--- config.mk ---
export PLATFORM = sky130hd
export DESIGN_NAME = snake_game_sequencer
export DESIGN_NICKNAME = d
export VERILOG_FILES = /design/src/rtl/snake_pkg.sv /design/src/rtl/snake_score_bcd.sv /design/src/rtl/snake_game_sequencer.sv
export SDC_FILE = /design/constraint.sdc
export NUM_CORES = 1
export LEC_CHECK = 0
export ABC_AREA = 1
export BUFFER_PORTS_ARGS = -buffer_cell sky130_fd_sc_hd__buf_4
export CORE_MARGIN = 5
export CORE_UTILIZATION = 25
export CTS_CLUSTER_DIAMETER = 80
export DETAILED_ROUTE_END_ITERATION = 10
export GPL_TIMING_DRIVEN = 0
export PLACE_DENSITY = 0.47
export SYNTH_ARGS = -nofsm -noshare
export SYNTH_HDL_FRONTEND = slang
export SYNTH_HIERARCHICAL = 1
export SYNTH_SLANG_ARGS = --single-unit
--- constraint.sdc ---
create_clock -name Clk_50mhz -period 2.3 [get_ports Clk_50mhz]
set_input_delay 0.46 -clock Clk_50mhz [delete_from_list [all_inputs] [get_ports Clk_50mhz]]
set_output_delay 0.46 -clock Clk_50mhz [all_outputs]
set_load 0.05 [all_outputs]
--- src/rtl/snake_pkg.sv ---
// Shared encodings for the snake game sequencer: FSM states,
// Game_status codes, playfield object codes and a BCD helper.
package snake_pkg;

  localparam logic [1:0] S_START = 2'd0;
  localparam logic [1:0] S_PLAY  = 2'd1;
  localparam logic [1:0] S_DYING = 2'd2;
  localparam logic [1:0] S_END   = 2'd3;

  localparam logic [2:0] GS_START = 3'b001;
  localparam logic [2:0] GS_PLAY  = 3'b010;
  localparam logic [2:0] GS_END   = 3'b100;

  typedef enum logic [1:0] {
    OBJ_NONE = 2'd0,
    OBJ_HEAD = 2'd1,
    OBJ_BODY = 2'd2,
    OBJ_WALL = 2'd3
  } object_e;

  // Two-digit BCD increment that sticks at 99.
  function automatic logic [7:0] bcd_inc_sat(input logic [7:0] v);
    logic [7:0] r;
    if (v == 8'h99)
      r = v;
    else if (v[3:0] == 4'd9)
      r = {v[7:4] + 4'd1, 4'd0};
    else
      r = {v[7:4], v[3:0] + 4'd1};
    return r;
  endfunction

endpackage

--- src/rtl/snake_score_bcd.sv ---
// Saturating two-digit BCD score counter (00..99).
// clr has priority over inc.
module snake_score_bcd
  import snake_pkg::*;
(
  input  logic       clk,
  input  logic       rst,
  input  logic       clr,
  input  logic       inc,
  output logic [7:0] value
);

  logic [7:0] value_q, value_d;

  always_comb begin
    value_d = value_q;
    if (clr)
      value_d = 8'h00;
    else if (inc)
      value_d = bcd_inc_sat(value_q);
  end

  always_ff @(posedge clk or posedge rst) begin
    if (rst)
      value_q <= 8'h00;
    else
      value_q <= value_d;
  end

  assign value = value_q;

endmodule

--- src/rtl/snake_game_sequencer.sv ---
// Snake game flow: START/PLAY/DYING/END, move ticks, flash, score.
// SNAKE_SPEEDUP_EN shortens the move period per apple eaten.
module snake_game_sequencer
  import snake_pkg::*;
#(
  parameter int MOVE_DIV   = 12_500_000,
  parameter int FLASH_HALF = 12_500_000,
  parameter int FLASH_CNT  = 8,
  parameter int MIN_DIV    = 3_125_000,
  parameter int SPEED_STEP = 625_000
) (
  input  logic       Clk_50mhz,
  input  logic       Rst,
  input  logic       Key_start,
  input  logic       Hit_wall_sig,
  input  logic       Hit_body_sig,
  input  logic       Body_add_sig,
  output logic [2:0] Game_status,
  output logic       Flash_sig,
  output logic       Move_tick,
  output logic [7:0] Score
);

  localparam int CW = $clog2(MOVE_DIV + 1);
  localparam int FW = $clog2(FLASH_HALF + 1);
  localparam int TW = $clog2(FLASH_CNT + 1);

  localparam logic [FW-1:0] HALF_M1 = FW'(FLASH_HALF - 1);
  localparam logic [TW-1:0] TOG_M1  = TW'(FLASH_CNT - 1);

  if (MOVE_DIV < 1 || FLASH_HALF < 1 || FLASH_CNT < 1 ||
      MIN_DIV < 1 || MIN_DIV > MOVE_DIV || SPEED_STEP < 0)
  begin : g_param_err
    $error("snake_game_sequencer: bad parameters");
  end

  logic [1:0]    state_q, state_d;
  logic          key_q, body_q;
  logic [CW-1:0] cnt_q, cnt_d;
  logic [CW-1:0] per_m1;
  logic [FW-1:0] half_q, half_d;
  logic [TW-1:0] tog_q, tog_d;
  logic          flash_q, flash_d;
  logic          tick_q, tick_d;

  logic key_rise, body_rise, hit;
  logic play_go, inc, wrap;

  assign key_rise  = Key_start & ~key_q;
  assign body_rise = Body_add_sig & ~body_q;
  assign hit       = Hit_wall_sig | Hit_body_sig;
  assign play_go   = (state_q == S_START) & key_rise;
  assign inc       = (state_q == S_PLAY) & body_rise;
  assign wrap      = (cnt_q == per_m1);

`ifdef SNAKE_SPEEDUP_EN
  logic [7:0]    apples_q, apples_d;
  logic [CW-1:0] per_q, per_d;

  function automatic logic [CW-1:0] calc_period(
    input logic [7:0] n
  );
    longint sub, rem;
    sub = longint'(SPEED_STEP) * longint'(n);
    rem = longint'(MOVE_DIV) - sub;
    if (rem <= longint'(MIN_DIV))
      return CW'(MIN_DIV);
    return CW'(rem);
  endfunction

  always_comb begin
    apples_d = apples_q;
    per_d    = per_q;
    if (play_go) begin
      apples_d = 8'd0;
      per_d    = CW'(MOVE_DIV);
    end else begin
      if (inc && apples_q != 8'hFF)
        apples_d = apples_q + 8'd1;
      // A new period is only adopted at a step boundary.
      if (state_q == S_PLAY && !hit && wrap)
        per_d = calc_period(apples_d);
    end
  end

  always_ff @(posedge Clk_50mhz or posedge Rst) begin
    if (Rst) begin
      apples_q <= 8'd0;
      per_q    <= CW'(MOVE_DIV);
    end else begin
      apples_q <= apples_d;
      per_q    <= per_d;
    end
  end

  assign per_m1 = per_q - 1'b1;
`else
  assign per_m1 = CW'(MOVE_DIV - 1);
`endif

  always_comb begin
    state_d = state_q;
    cnt_d   = cnt_q;
    half_d  = half_q;
    tog_d   = tog_q;
    flash_d = 1'b1;
    tick_d  = 1'b0;
    unique case (state_q)
      S_START: begin
        if (key_rise) begin
          state_d = S_PLAY;
          cnt_d   = '0;
        end
      end
      S_PLAY: begin
        if (hit) begin
          state_d = S_DYING;
          cnt_d   = '0;
          half_d  = '0;
          tog_d   = '0;
          flash_d = 1'b0;
        end else begin
          cnt_d  = wrap ? '0 : cnt_q + 1'b1;
          tick_d = wrap;
        end
      end
      S_DYING: begin
        flash_d = flash_q;
        if (half_q == HALF_M1) begin
          half_d  = '0;
          tog_d   = tog_q + 1'b1;
          flash_d = ~flash_q;
          // Last toggle lands on END with the snake drawn.
          if (tog_q == TOG_M1) begin
            state_d = S_END;
            tog_d   = '0;
            flash_d = 1'b1;
          end
        end else begin
          half_d = half_q + 1'b1;
        end
      end
      S_END: begin
        if (key_rise)
          state_d = S_START;
      end
      default: state_d = S_START;
    endcase
  end

  always_ff @(posedge Clk_50mhz or posedge Rst) begin
    if (Rst) begin
      state_q <= S_START;
      key_q   <= 1'b0;
      body_q  <= 1'b0;
      cnt_q   <= '0;
      half_q  <= '0;
      tog_q   <= '0;
      flash_q <= 1'b1;
      tick_q  <= 1'b0;
    end else begin
      state_q <= state_d;
      key_q   <= Key_start;
      body_q  <= Body_add_sig;
      cnt_q   <= cnt_d;
      half_q  <= half_d;
      tog_q   <= tog_d;
      flash_q <= flash_d;
      tick_q  <= tick_d;
    end
  end

  snake_score_bcd u_score (
    .clk   (Clk_50mhz),
    .rst   (Rst),
    .clr   (play_go),
    .inc   (inc),
    .value (Score)
  );

  always_comb begin
    Game_status = GS_PLAY;
    unique case (state_q)
      S_START: Game_status = GS_START;
      S_END:   Game_status = GS_END;
      default: Game_status = GS_PLAY;
    endcase
  end

  assign Flash_sig = flash_q;
  assign Move_tick = tick_q;

endmodule

; ---- Yosys cells after proc, flatten, opt, wreduce, memory -nomap -nowiden
; Cells that the tools add are included.
[classes]
reduce_logical = 11
n_bitwise = 8
eq_ne = 14
n_addsub = 5
muxes = 28
[op_table]
columns = cell, n
row1 = two-way mux 24 bit, 5
row2 = case mux 24 bit (2 select lines), 2
row3 = adder 24 x 1 -> 24 bit (second input constant), 2
row4 = == test 24 bit (second input constant), 2
row5 = two-way mux 8 bit, 4
row6 = adder 4 x 1 -> 4 bit (second input constant), 3
row7 = two-way mux 4 bit, 3
row8 = inequality test 2 bit (second input constant), 6
row9 = two-way mux 2 bit, 5
row10 = == test 8 bit (second input constant), 1
row11 = case mux 2 bit (4 select lines), 1
row12 = case mux 4 bit (2 select lines), 1
row13 = nonzero test 2 bit, 4
row14 = case mux 3 bit (2 select lines), 1
row15 = AND reduction 2 bit, 3
row16 = AND reduction 3 bit, 2
row17 = two-way mux 1 bit, 5
row18 = AND reduction 5 bit, 1
row19 = AND 1 bit, 4
row20 = == test 2 bit (second input constant), 2
row21 = == test 4 x 3 -> 1 bit (second input constant), 1
row22 = == test 4 bit (second input constant), 1
row23 = NOT 1 bit, 3
row24 = == test 2 x 1 -> 1 bit (second input constant), 1
row25 = other kinds (3), 3
[word_totals]
ff_bits = 66
elab_cells = 76

; ---- Logic depth before layout (Yosys ltp)
; Gate-level depths: netlist of the first run.
[logic_depth]
depth_word = 5
depth_mapped = 11
ltp_nobuf = 11

; ---- Modules after synthesis
; The synthesis of the first run kept the hierarchy.
[by_module_without_submodules]
columns = mod, cells_each, seq_area_each_um2, instances, area_per_inst_um2
row1 = snake_game_sequencer, 476, 1452.6, 1, 3494.6
row2 = snake_score_bcd, 67, 200.2, 1, 520.5

; ---- Worst setup path after synthesis of the first run
; No wires, ideal clock.
[synth_path]
kind = flip-flop to flip-flop
from = register state_q[0]
to = register cnt_q[19]
path_slack_ns = 0.295
t_arrival_ns = 1.886
required_time_ns = 2.181
path_stages_with_launch = 11
cell_sequence = dfrtp_1 > inv_1 > ha_1 > nand3_1 > nand2_2 > buf_2 > nand4_1 > nor2_1 > nand3_1 > nand2_1 > nor2_1
[synth_via]
elab_chain_cells = 3
elab_cells_between_ends = 6
classes_between = eq/ne (2) / mux (1) / reduce/logical (3)
[synth_lines]
columns = element, line
row1 = from (decl), snake_game_sequencer.sv:37  ; logic [1:0] state_q, state_d;
row2 = from (signal assigned), snake_game_sequencer.sv:162  ; state_q <= state_d;
row3 = == test 2 x 1 -> 1 bit or logical NOT 2 bit (tied branches), snake_game_sequencer.sv:108  ; unique case (state_q)
row4 = nonzero test 2 bit (no source line) or inequality test 2 bit (tied branches), -
row5 = AND reduction 2 bit (no source line), -
row6 = to (signal assigned), snake_game_sequencer.sv:165  ; cnt_q <= cnt_d;
row7 = to (decl), snake_game_sequencer.sv:39  ; logic [CW-1:0] cnt_q, cnt_d;
; Several ways; a longest one is shown, not always the timed one.
; A chain may end at the register's enable or synchronous reset.

; ---- Worst setup path after layout of the first run
; Ends and elaborated chain as after synthesis.

==> metrics, run 1 <==
die height 137 µm; average cell area after synthesis 7.39 µm²; DP Cell Count 778; first-pass GRT wire length 15700 µm; vias per inst 4.34; Rel. slew slack 45.0%; Overflow after GRT 0; CP Capture Type flop; Pwr per Cell Area 918 nW/µm²; Crit Path Category flop to flop; largest net degree at the start of global routing 37; layout filler cell count 1702; Internal 2.65 mW; RSZ-0062 raised after global routing false; row cnt 46; clock skew 0.00581 ns; Initial Util 25.4%; RR Startpoint state_q[0]; Fmax 0.507 GHz; status finished clean; Post-synth EDFFs 0; DRT iter0 DRCs 235; top-count cell post-synth nand2_1; Sink Count 66; Most used DFF post-synth dfrtp_1; setup bufs post-CTS 0; post_cts resized 0; crit path DAT 2.20 ns; clk_lat worst skew 0.33 ns; CP required 2.53 ns; R2R cell count 10; n_diodes 0; Max IR drop VDD 0.474 mV; DR vias 3445; initial antenna violation count 0; share of the synthesized area in the top cell type 40.5%; slowest stage cell, crit path dfrtp_1; NetSw 1.71 mW; Area Growth Syn to Fin 18.2%; combinational fraction of design power 36.6%; Setup crit start kind flop; clock network power share 32.3%; Warnings, synthesis 6; Hold Fails Final Rpt 0; CTS hold repair buffers 0; Synth Instances 543; Slew Viols, Final 0; HPWL after DPL 6800 µm; CTS max path bufs 2; die area 18700 µm²; Detail Route Antenna Nets 0; Pleak 2.17 nW; placed cell areas 4440 µm²; Seq pwr share 31.1%; WP depth 10; CP Cell Sequence inv_1, ha_1, nand3_1, nand2_2, buf_2, nand4_1, nor2_1, nand3_1, nand2_1, nor2_1; Critical path origin state_q[0]; Post-synth top cells 134 x nand2_1, 99 x nor2_1, 68 x inv_1; gr usage total 10.5%; Largest delay share family, worst path simple AND/OR/NAND/NOR gates; Switching Fraction 39.3%; vias in the first global route 3231; Critical Path Max Stage Delay 0.41 ns; H-tree Lvls 3; filler-free cell count of the finished design 794; Period minus WS final 1.97 ns; layout cell share with drive strength beyond 1 14.9%; Final setup viols 0; die width 137 µm; Worst-Margin Slew 0.823 ns; core box area 15800 µm²; most area-consuming cells after synthesis dfrtp_1 41%, nand2_1 13%, nor2_1 9.3%; NumNets Final 590; I/O Buffers 18; sequential area share after synthesis 41.2%; drt wl/cell 11.4 µm; Root Driver clkbuf_16; DRC Markers 0; clk slew on worst S/H paths 0.06 ns; CP Buf/Inv Count 2; Yosys reg bits 66; max-cap viol count 0; Ports 19; Period Utilization, post-route 85.8%; Synth area leader dfrtp_1; TritonCTS clock tree built; gpl congestion 0.820; crit-path max FO 10; Mapped Area 4020 µm²; Num CTS Buffers 9; Hold WC Path Type primary input to asynchronous set/reset pin; 1st-pass router iterations 5; share of async-settable or async-resettable flops after synthesis 100%; final instance area 4750 µm²; DRT Wirelength 9050 µm; Syn Nets 560; post-synthesis cell type count 35
==> layout make-up <==
| class | instances | area, µm² | area share (%) |
|---|---|---|---|
| Sequential cell | 66 | 1650 | 34.8 |
| Multi-Input combinational cell | 399 | 2030 | 42.8 |
| Inverter | 73 | 282 | 5.93 |
| Clock inverter | 4 | 50.0 | 1.05 |
| Buffer | 5 | 51.3 | 1.08 |
| Timing Repair Buffer | 19 | 155 | 3.27 |
| Tap cell | 216 | 270 | 5.69 |
| Clock buffer | 12 | 256 | 5.40 |
==> power groups by stage <==
stage / registers (mW) / clock network, mW / logic [mW]
floorplan: 1.47 / 0 / 1.12
detailed placement: 1.38 / 0 / 1.63
global route: 1.37 / 1.51 / 1.77
finish: 1.35 / 1.41 / 1.60
global placement: 1.37 / 0 / 1.60
CTS: 1.36 / 1.45 / 1.63
==> final timing paths <==
kind	end	slack [ns]
setup / recovery	cnt_q[19]	0.33
hold / removal	u_score/value[7]	0.09
hold reg to reg	Flash_sig	0.52
setup reg to reg	cnt_q[19]	0.33
min in group Clk_50mhz	body_q	0.25
max in group asynchronous	half_q[12]	1.38
==> state kept, by name (all words and copies together) (netlist names) <==
name and count:
cnt_q 24, half_q 24, u_score/value 8, tog_q 4, state_q 2, Flash_sig 1, Move_tick 1, body_q 1
key_q 1
==> cells in the final DEF (no fill, tap or decap), types with 2 or more instances in the layout <==
master / n
nor2_1: 99
inv_2: 4
xor2_1: 17
o22ai_1: 2
clkbuf_16: 9
dfrtp_1: 65
nand3b_1: 3
clkbuf_8: 2
o21ai_0: 17
a21oi_1: 4
nand3_1: 29
buf_4: 20
nand3_2: 2
nand2_2: 6
nor2_2: 18
ha_1: 11
nand4_1: 23
nor3_1: 7
o21ai_1: 3
buf_12: 2
or2_2: 5
xnor2_1: 6
nor2_4: 3
nand2_1: 134
inv_1: 67
clkinvlp_4: 2
nand2_4: 4
==> through the flow <==
step                      power [mW]  setup WS (ns)  TNS (ns)  hold WS [ns]  util (%)
final                           4.36          0.328         0        0.0913      30.0
after global placement          2.97         -0.530    -29.99         0.458      27.9
after global routing            4.64          0.149         0         0.129      30.0
after detailed placement        3.00          0.343         0         0.465      28.1
after CTS                       4.44          0.318         0        0.0964      30.0
after floorplan                 2.59          0.295         0         0.276         -
==> per-layer routing <==
layer / vias to the layer above / wire length [µm] / global-route usage (%)
met5: - / 0 / 0
li1: 1764 / - / -
met2: 47 / 4270 / 16.7
met3: 8 / 370 / 3.20
met1: 1626 / 4300 / 13.7
met4: 0 / 106 / 3.36
==> kinds of logic after synthesis <==
logic type                 synth area share, %
buffers and inverters                     8.29
and+or+nand+nor                           38.4
xor gates and xnor gates                  5.02
DFF                                       41.2
AOI/OAI and AO/OA                         3.71
adders and majority gates                 3.43
Note: power is estimated with default switching activity, not from simulation.
==> run 2: changes to the inputs <==
--- a/config.mk
+++ b/config.mk
@@ -8,12 +8,11 @@
 export ABC_AREA = 1
 export BUFFER_PORTS_ARGS = -buffer_cell sky130_fd_sc_hd__buf_4
 export CORE_MARGIN = 5
-export CORE_UTILIZATION = 25
+export CORE_UTILIZATION = 55
 export CTS_CLUSTER_DIAMETER = 80
 export DETAILED_ROUTE_END_ITERATION = 10
 export GPL_TIMING_DRIVEN = 0
-export PLACE_DENSITY = 0.47
+export PLACE_DENSITY = 0.81
 export SYNTH_ARGS = -nofsm -noshare
 export SYNTH_HDL_FRONTEND = slang
-export SYNTH_HIERARCHICAL = 1
 export SYNTH_SLANG_ARGS = --single-unit
==> run 2 against run 1 <==
  * Register-to-register slack gained 0.02 ns
  * Sequential share of layout area up 3.0 points
  * Synthesized area is 2.6% lower
  * Critical endpoint is now cnt_q[13]
  * First-iteration DRC count shrank 21%
==> metrics, run 2 <==
status finished clean (unchanged); R2R cell count 10 (unchanged); DP Cell Count 641 (was 778); Post-synth top cells 112 x nand2_1, 92 x nor2_1, 80 x inv_1 (was 134 x nand2_1, 99 x nor2_1, 68 x inv_1); layout cell share with drive strength beyond 1 13.4% (was 14.9%); gpl congestion 0.911 (was 0.820); die height 94.3 µm (was 137 µm); CP Capture Type flop (unchanged); drt wl/cell 12.3 µm (was 11.4 µm); CTS max path bufs 2 (unchanged); clk_lat worst skew 0.34 ns (was 0.33 ns); Highest Signal Layer met4 (unchanged); post-synthesis cell type count 33 (was 35); share of the synthesized area in the top cell type 41.6% (was 40.5%); Fmax 0.513 GHz (was 0.507 GHz); setup slack, reg-to-reg 0.35 ns (was 0.33 ns); TritonCTS clock tree built (unchanged); Initial Util 56.9% (was 25.4%); post-place setup slack 0.387 ns (was 0.343 ns); RSZ-0062 raised after global routing false (unchanged); gr usage total 19.9% (was 10.5%); die width 94.3 µm (was 137 µm); Post-synth EDFFs 0 (unchanged); Crit Path Category flop to flop (unchanged); Period Utilization, post-route 84.8% (was 85.8%); post-synthesis adder-cell area fraction 3.52% (was 3.43%); Synth area leader dfrtp_1 (unchanged); Period minus WS final 1.95 ns (was 1.97 ns); Root Driver clkbuf_8 (was clkbuf_16); Sink Count 66 (unchanged); filler-free cell count of the finished design 657 (was 794); 1st-pass router iterations 4 (was 5); Max IR drop VDD 0.420 mV (was 0.474 mV); most frequent cells in the layout 112 x nand2_1, 92 x nor2_1, 79 x inv_1 (was 134 x nand2_1, 99 x nor2_1, 67 x inv_1); Num CTS Buffers 9 (unchanged); NumNets Final 573 (was 590); Rel. slew slack 51.6% (was 45.0%); DRT Wirelength 8090 µm (was 9050 µm); vias in the first global route 3234 (was 3231); n_diodes 0 (unchanged); vias per inst 5.14 (was 4.34); routed wl met3 335 µm (was 370 µm); Hold Fails Final Rpt 0 (unchanged); Worst Setup Slack, final 0.350 ns (was 0.328 ns); row cnt 30 (was 46); most common cell after layout, fill and taps aside nand2_1 (unchanged); I/O Buffers 18 (unchanged); max-cap viol count 0 (unchanged); Synth Area in Compound Gates 5.09% (was 3.71%); Worst-Margin Slew 0.724 ns (was 0.823 ns); setup bufs post-CTS 0 (unchanged); Yosys reg bits 66 (unchanged); Hold WC Path Type primary input to asynchronous set/reset pin (unchanged); Mapped Area 3910 µm² (was 4020 µm²); Pwr Total 3.88 mW (was 4.36 mW); crit-path max FO 6 (was 10); average cell area after synthesis 7.43 µm² (was 7.39 µm²); main combinational cell family by area after synthesis simple AND/OR/NAND/NOR gates (unchanged); CP required 2.53 ns (about the same); r2r endpoint cnt_q[13] (was cnt_q[19]); sequential area share after synthesis 42.3% (was 41.2%); Area Growth Syn to Fin 11.9% (was 18.2%); Final setup viols 0 (unchanged); Syn Nets 543 (was 560); DRC Markers 0 (unchanged); clock skew 0.00923 ns (was 0.00581 ns); Overflow after GRT 0 (unchanged); share of async-settable or async-resettable flops after synthesis 100% (unchanged); RR Startpoint state_q[0] (unchanged); first-pass GRT wire length 14100 µm (was 15700 µm); crit path DAT 2.19 ns (was 2.20 ns); Setup crit start kind flop (unchanged); Detail Route Antenna Nets 0 (unchanged); DR vias 3380 (was 3445); Ports 19 (unchanged); Metal-1 WL 3890 µm (was 4300 µm); Warnings, synthesis 0 (was 6); DRT iter0 DRCs 186 (was 235); core box area 6870 µm² (was 15800 µm²); Synth Area in XOR/XNOR 4.48% (was 5.02%); HPWL after DPL 5990 µm (was 6800 µm); die area 8900 µm² (was 18700 µm²); Slew Viols, Final 0 (unchanged); Pleak 2.10 nW (was 2.17 nW); mux cell area share after synthesis 0% (unchanged); initial antenna violation count 0 (unchanged); routed wl met2 3770 µm (was 4270 µm); Synth Instances 526 (was 543); H-tree Lvls 3 (unchanged); top-count cell post-synth nand2_1 (unchanged); largest net degree at the start of global routing 36 (was 37); Most used DFF post-synth dfrtp_1 (unchanged); post_cts resized 0 (unchanged); most area-consuming cells after synthesis dfrtp_1 42%, nand2_1 11%, nor2_1 8.8% (was dfrtp_1 41%, nand2_1 13%, nor2_1 9.3%); Simple-Gate Fraction of Synth Area 35.0% (was 38.4%); layout filler cell count 591 (was 1702); CTS hold repair buffers 0 (unchanged); clk slew on worst S/H paths 0.07 ns (was 0.06 ns); Pwr per Cell Area 887 nW/µm² (was 918 nW/µm²)
run 2: changes by cell type in the layout (fill, tap and decap cells not counted), sizes merged, moves of 3 or more:
cell	delta
buf	+3
nor3	+12
a21oi	+7
nand2	-27
or2	-3
nor2	-19
inv	+10
nand3	+7
run 2: routing by layer:
layer,vias up,global-route usage (%)
li1,1715,-
met1,1584,25.4
met2,71,33.5
met3,10,3.45
met4,0,8.06
met5,-,0
run 2: layout make-up:
class                      count  area (µm²)  area share (%)
multi-input combinational    369        1880            43.0
sequential                    66        1650            37.8
inverter                      83         312            7.12
clock buffer                  12         165            3.77
timing repair buffer          19         155            3.55
tap                           96         120            2.75
buffer                         8        66.3            1.52
clock inverter                 4        25.0           0.572
run 2: worst max-delay path by stage:
| stage | slack [ns] | from | depth (start not counted) | to |
|---|---|---|---|---|
| 6_report | 0.35 | state_q[0] | 10 | cnt_q[13] |
| 5_1_grt | 0.12 | state_q[0] | 9 | cnt_q[15] |
| 4_1_cts | 0.38 | state_q[0] | 9 | cnt_q[15] |
| 3_5_place_dp | 0.39 | state_q[0] | 9 | cnt_q[15] |
| 3_3_place_gp | -0.63 | Rst | 2 | half_q[13] |
| 2_1_floorplan | 0.19 | Rst | 1 | Move_tick |
run 2: metrics by stage:
stage	hold WS [ns]	setup TNS (ns)	utilization, %	area, µm²
CTS	0.232	0	63.7	4380
floorplan	0.479	0	-	3910
finish	0.238	0	63.7	4380
global placement	0.498	-40.94	60.6	4170
detailed placement	0.504	0	60.9	4190
global route	0.235	0	63.7	4380
run 2: where the power goes:
part | switching, mW | leakage (nW) | internal (mW)
combinational | 1.09 | 1.11 | 0.483
clock | 0.443 | 0.0944 | 0.476
sequential | 0.114 | 0.902 | 1.28
total | 1.64 | 2.10 | 2.24
run 2: worst max-delay path: stages, from the launching register on:
cell     delay, ns
dfrtp_1       0.40
inv_1         0.11
ha_1          0.28
nand3_2       0.19
nand2_2       0.17
nand2_1       0.11
nor2_2        0.19
nand2_1       0.13
xor2_1        0.16
nand2_1       0.06
inv_1         0.03
run 2: cell families (layout without fill, tap and decap cells):
| kind of cell | Yosys count | after routing |
|---|---|---|
| compound gates | 35 | 35 |
| fa+ha+maj | 11 | 11 |
| simple gates | 303 | 303 |
| flops | 66 | 66 |
| xor+xnor | 20 | 20 |
| buf+inv | 91 | 126 |
==> run 3: changes to the inputs <==
--- a/config.mk
+++ b/config.mk
@@ -12,7 +12,7 @@
 export CTS_CLUSTER_DIAMETER = 80
 export DETAILED_ROUTE_END_ITERATION = 10
 export GPL_TIMING_DRIVEN = 0
-export PLACE_DENSITY = 0.81
+export PLACE_DENSITY = 0.83
 export SYNTH_ARGS = -nofsm -noshare
 export SYNTH_HDL_FRONTEND = slang
 export SYNTH_SLANG_ARGS = --single-unit
==> constraint.sdc (replaced) <==
create_clock -name Clk_50mhz -period 1.7 [get_ports Clk_50mhz]
set_input_delay 0.34 -clock Clk_50mhz [delete_from_list [all_inputs] [get_ports Clk_50mhz]]
set_output_delay 0.34 -clock Clk_50mhz [all_outputs]
set_load 0.05 [all_outputs]
==> run 3 against run 2 <==
  * The run now ends with negative setup slack left
  * Sequential cell count unchanged
  * Worst setup slack worse by 0.41 ns
  * Critical path type unchanged
  * Clock skew up 0.0077 ns
==> metrics, run 3 (synthesized netlist as in run 2, its figures left out) <==
status finished with violations (was finished clean); failing checks negative setup slack; Ports 19 (unchanged); Crit Path Category flop to flop (unchanged); CTS max path bufs 2 (unchanged); RR Startpoint state_q[0] (unchanged); die area 8900 µm² (unchanged); DR vias 3807 (was 3380); row cnt 30 (unchanged); Worst-Margin Slew 0.692 ns (was 0.724 ns); DRT Wirelength 10200 µm (was 8090 µm); Num CTS Buffers 9 (unchanged); Area Growth Syn to Fin 27.0% (was 11.9%); Sink Count 66 (unchanged); M3 GR Usage 4.49% (was 3.45%); vias in the first global route 3430 (was 3234); CP Capture Type flop (unchanged); Hold WC Path Type primary input to asynchronous set/reset pin (unchanged); Critical Path Max Stage Delay 0.42 ns (was 0.40 ns); Largest delay share family, worst path simple AND/OR/NAND/NOR gates (unchanged); HPWL after DPL 6020 µm (was 5990 µm); clk_lat worst skew 0.36 ns (was 0.34 ns); NumNets Final 607 (was 573); Worst Setup Slack, final -0.0554 ns (was 0.350 ns); most used cell, CP nand2_4 (was nand2_1); DP Cell Count 641 (unchanged); CTS hold repair buffers 0 (unchanged); met1 Use GR 26.1% (was 25.4%); layout cell share with drive strength beyond 1 26.6% (was 13.4%); CP required 1.98 ns (was 2.53 ns); GR peak layer met2 (unchanged); TNS Setup -0.130 ns (was 0 ns); clock skew 0.0169 ns (was 0.00923 ns); Period minus WS final 1.76 ns (was 1.95 ns); Max IR drop VDD 0.645 mV (was 0.420 mV); Fmax 0.570 GHz (was 0.513 GHz); I/O Buffers 18 (unchanged); Hold Fails Final Rpt 0 (unchanged); TritonCTS clock tree built (unchanged); H-tree Lvls 3 (unchanged); layout filler cell count 446 (was 591); DRT iter0 DRCs 250 (was 186); worst hold slack 0.0805 ns (was 0.238 ns); DRC Markers 0 (unchanged); Pwr per Cell Area 1300 nW/µm² (was 887 nW/µm²); crit path DAT 2.04 ns (was 2.19 ns); setup slack, reg-to-reg -0.06 ns (was 0.35 ns); core box area 6870 µm² (unchanged); Root Driver clkbuf_8 (unchanged); Initial Util 56.9% (unchanged); CP Cell Sequence buf_6, ha_4, inv_4, nand2_4, nand2_4, nand4_1, nor2_1, nand3_1, a21oi_2 (was inv_1, ha_1, nand3_2, nand2_2, nand2_1, nor2_2, nand2_1, xor2_1, nand2_1, inv_1); RSZ-0062 raised after global routing true (was false); footprint of the multi-input gates 2110 µm² (was 1880 µm²); post-layout util 72.3% (was 63.7%); most common cell after layout, fill and taps aside nand2_1 (unchanged); r2r endpoint half_q[20] (was cnt_q[13]); largest net degree at the start of global routing 38 (was 36); die height 94.3 µm (unchanged); vias per inst 5.51 (was 5.14); filler-free cell count of the finished design 691 (was 657); max-cap viol count 0 (unchanged); Slew Viols, Final 0 (unchanged); die width 94.3 µm (unchanged); slowest stage cell, crit path dfrtp_1 (unchanged); gr usage total 21.5% (was 19.9%); drt wl/cell 14.8 µm (was 12.3 µm); most frequent cells in the layout 98 x nand2_1, 84 x nor2_1, 70 x inv_1 (was 112 x nand2_1, 92 x nor2_1, 79 x inv_1); n_diodes 0 (unchanged); first-pass GRT wire length 15100 µm (was 14100 µm); post-place setup slack -0.269 ns (was 0.387 ns); clk slew on worst S/H paths 0.08 ns (was 0.07 ns); storage element area 1660 µm² (was 1650 µm²); placed cell areas 4210 µm² (was 4190 µm²); R2R cell count 9 (was 10); Pwr Total 6.45 mW (was 3.88 mW); Final setup viols 6 (was 0); 1st-pass router iterations 5 (was 4); Detail Route Antenna Nets 0 (unchanged); Setup crit start kind flop (unchanged); final instance area 4960 µm² (was 4380 µm²); crit-path max FO 6 (unchanged); Overflow after GRT 0 (unchanged); Period Utilization, post-route 103% (was 84.8%); M2 GR Usage 36.9% (was 33.5%); Rel. slew slack 53.8% (was 51.6%); initial antenna violation count 0 (unchanged); gpl congestion 0.877 (was 0.911); Pleak 2.32 nW (was 2.10 nW); CP Buf/Inv Count 2 (unchanged)
-- run 3: layout make-up --
class / count / area share [%]
Buffer: 6 / 1.21
Clock buffer: 10 / 2.77
Clock inverter: 6 / 1.81
Inverter: 83 / 6.53
Multi-Input combinational cell: 369 / 42.6
Sequential cell: 66 / 33.4
Tap cell: 96 / 2.42
Timing Repair Buffer: 55 / 9.25
-- run 3: worst max-delay path by stage --
stage                    start        endpoint  slack [ns]  depth (start not counted)
floorplan           state_q[0]       cnt_q[13]       -0.01                         10
global placement    state_q[0]      half_q[17]       -0.17                         10
detailed placement  state_q[0]      half_q[17]       -0.27                         10
CTS                 state_q[1]  Game_status[1]       -0.02                          4
global route        state_q[0]      half_q[20]       -0.10                          9
finish              state_q[0]      half_q[20]       -0.06                          9
-- run 3: layer usage --
metal,part of all wire [%],vias up
li1,-,1787
met1,40,1834
met2,51,151
met3,6.2,35
met4,3.3,0
met5,0,-
-- run 3: what timing repair did --
item | in CTS | in global routing
resized for setup | 21 | 60
cloned | 0 | 1
buffers inserted | 11 | 24
pin swaps | 5 | 28
endpoints found under the setup margin | 46 | 57
-- run 3: power breakdown --
part           internal [mW]  total, mW  switching, mW
Combinational           1.13       3.01           1.88
Clock                  0.868       1.52          0.657
Sequential              1.74       1.91          0.170
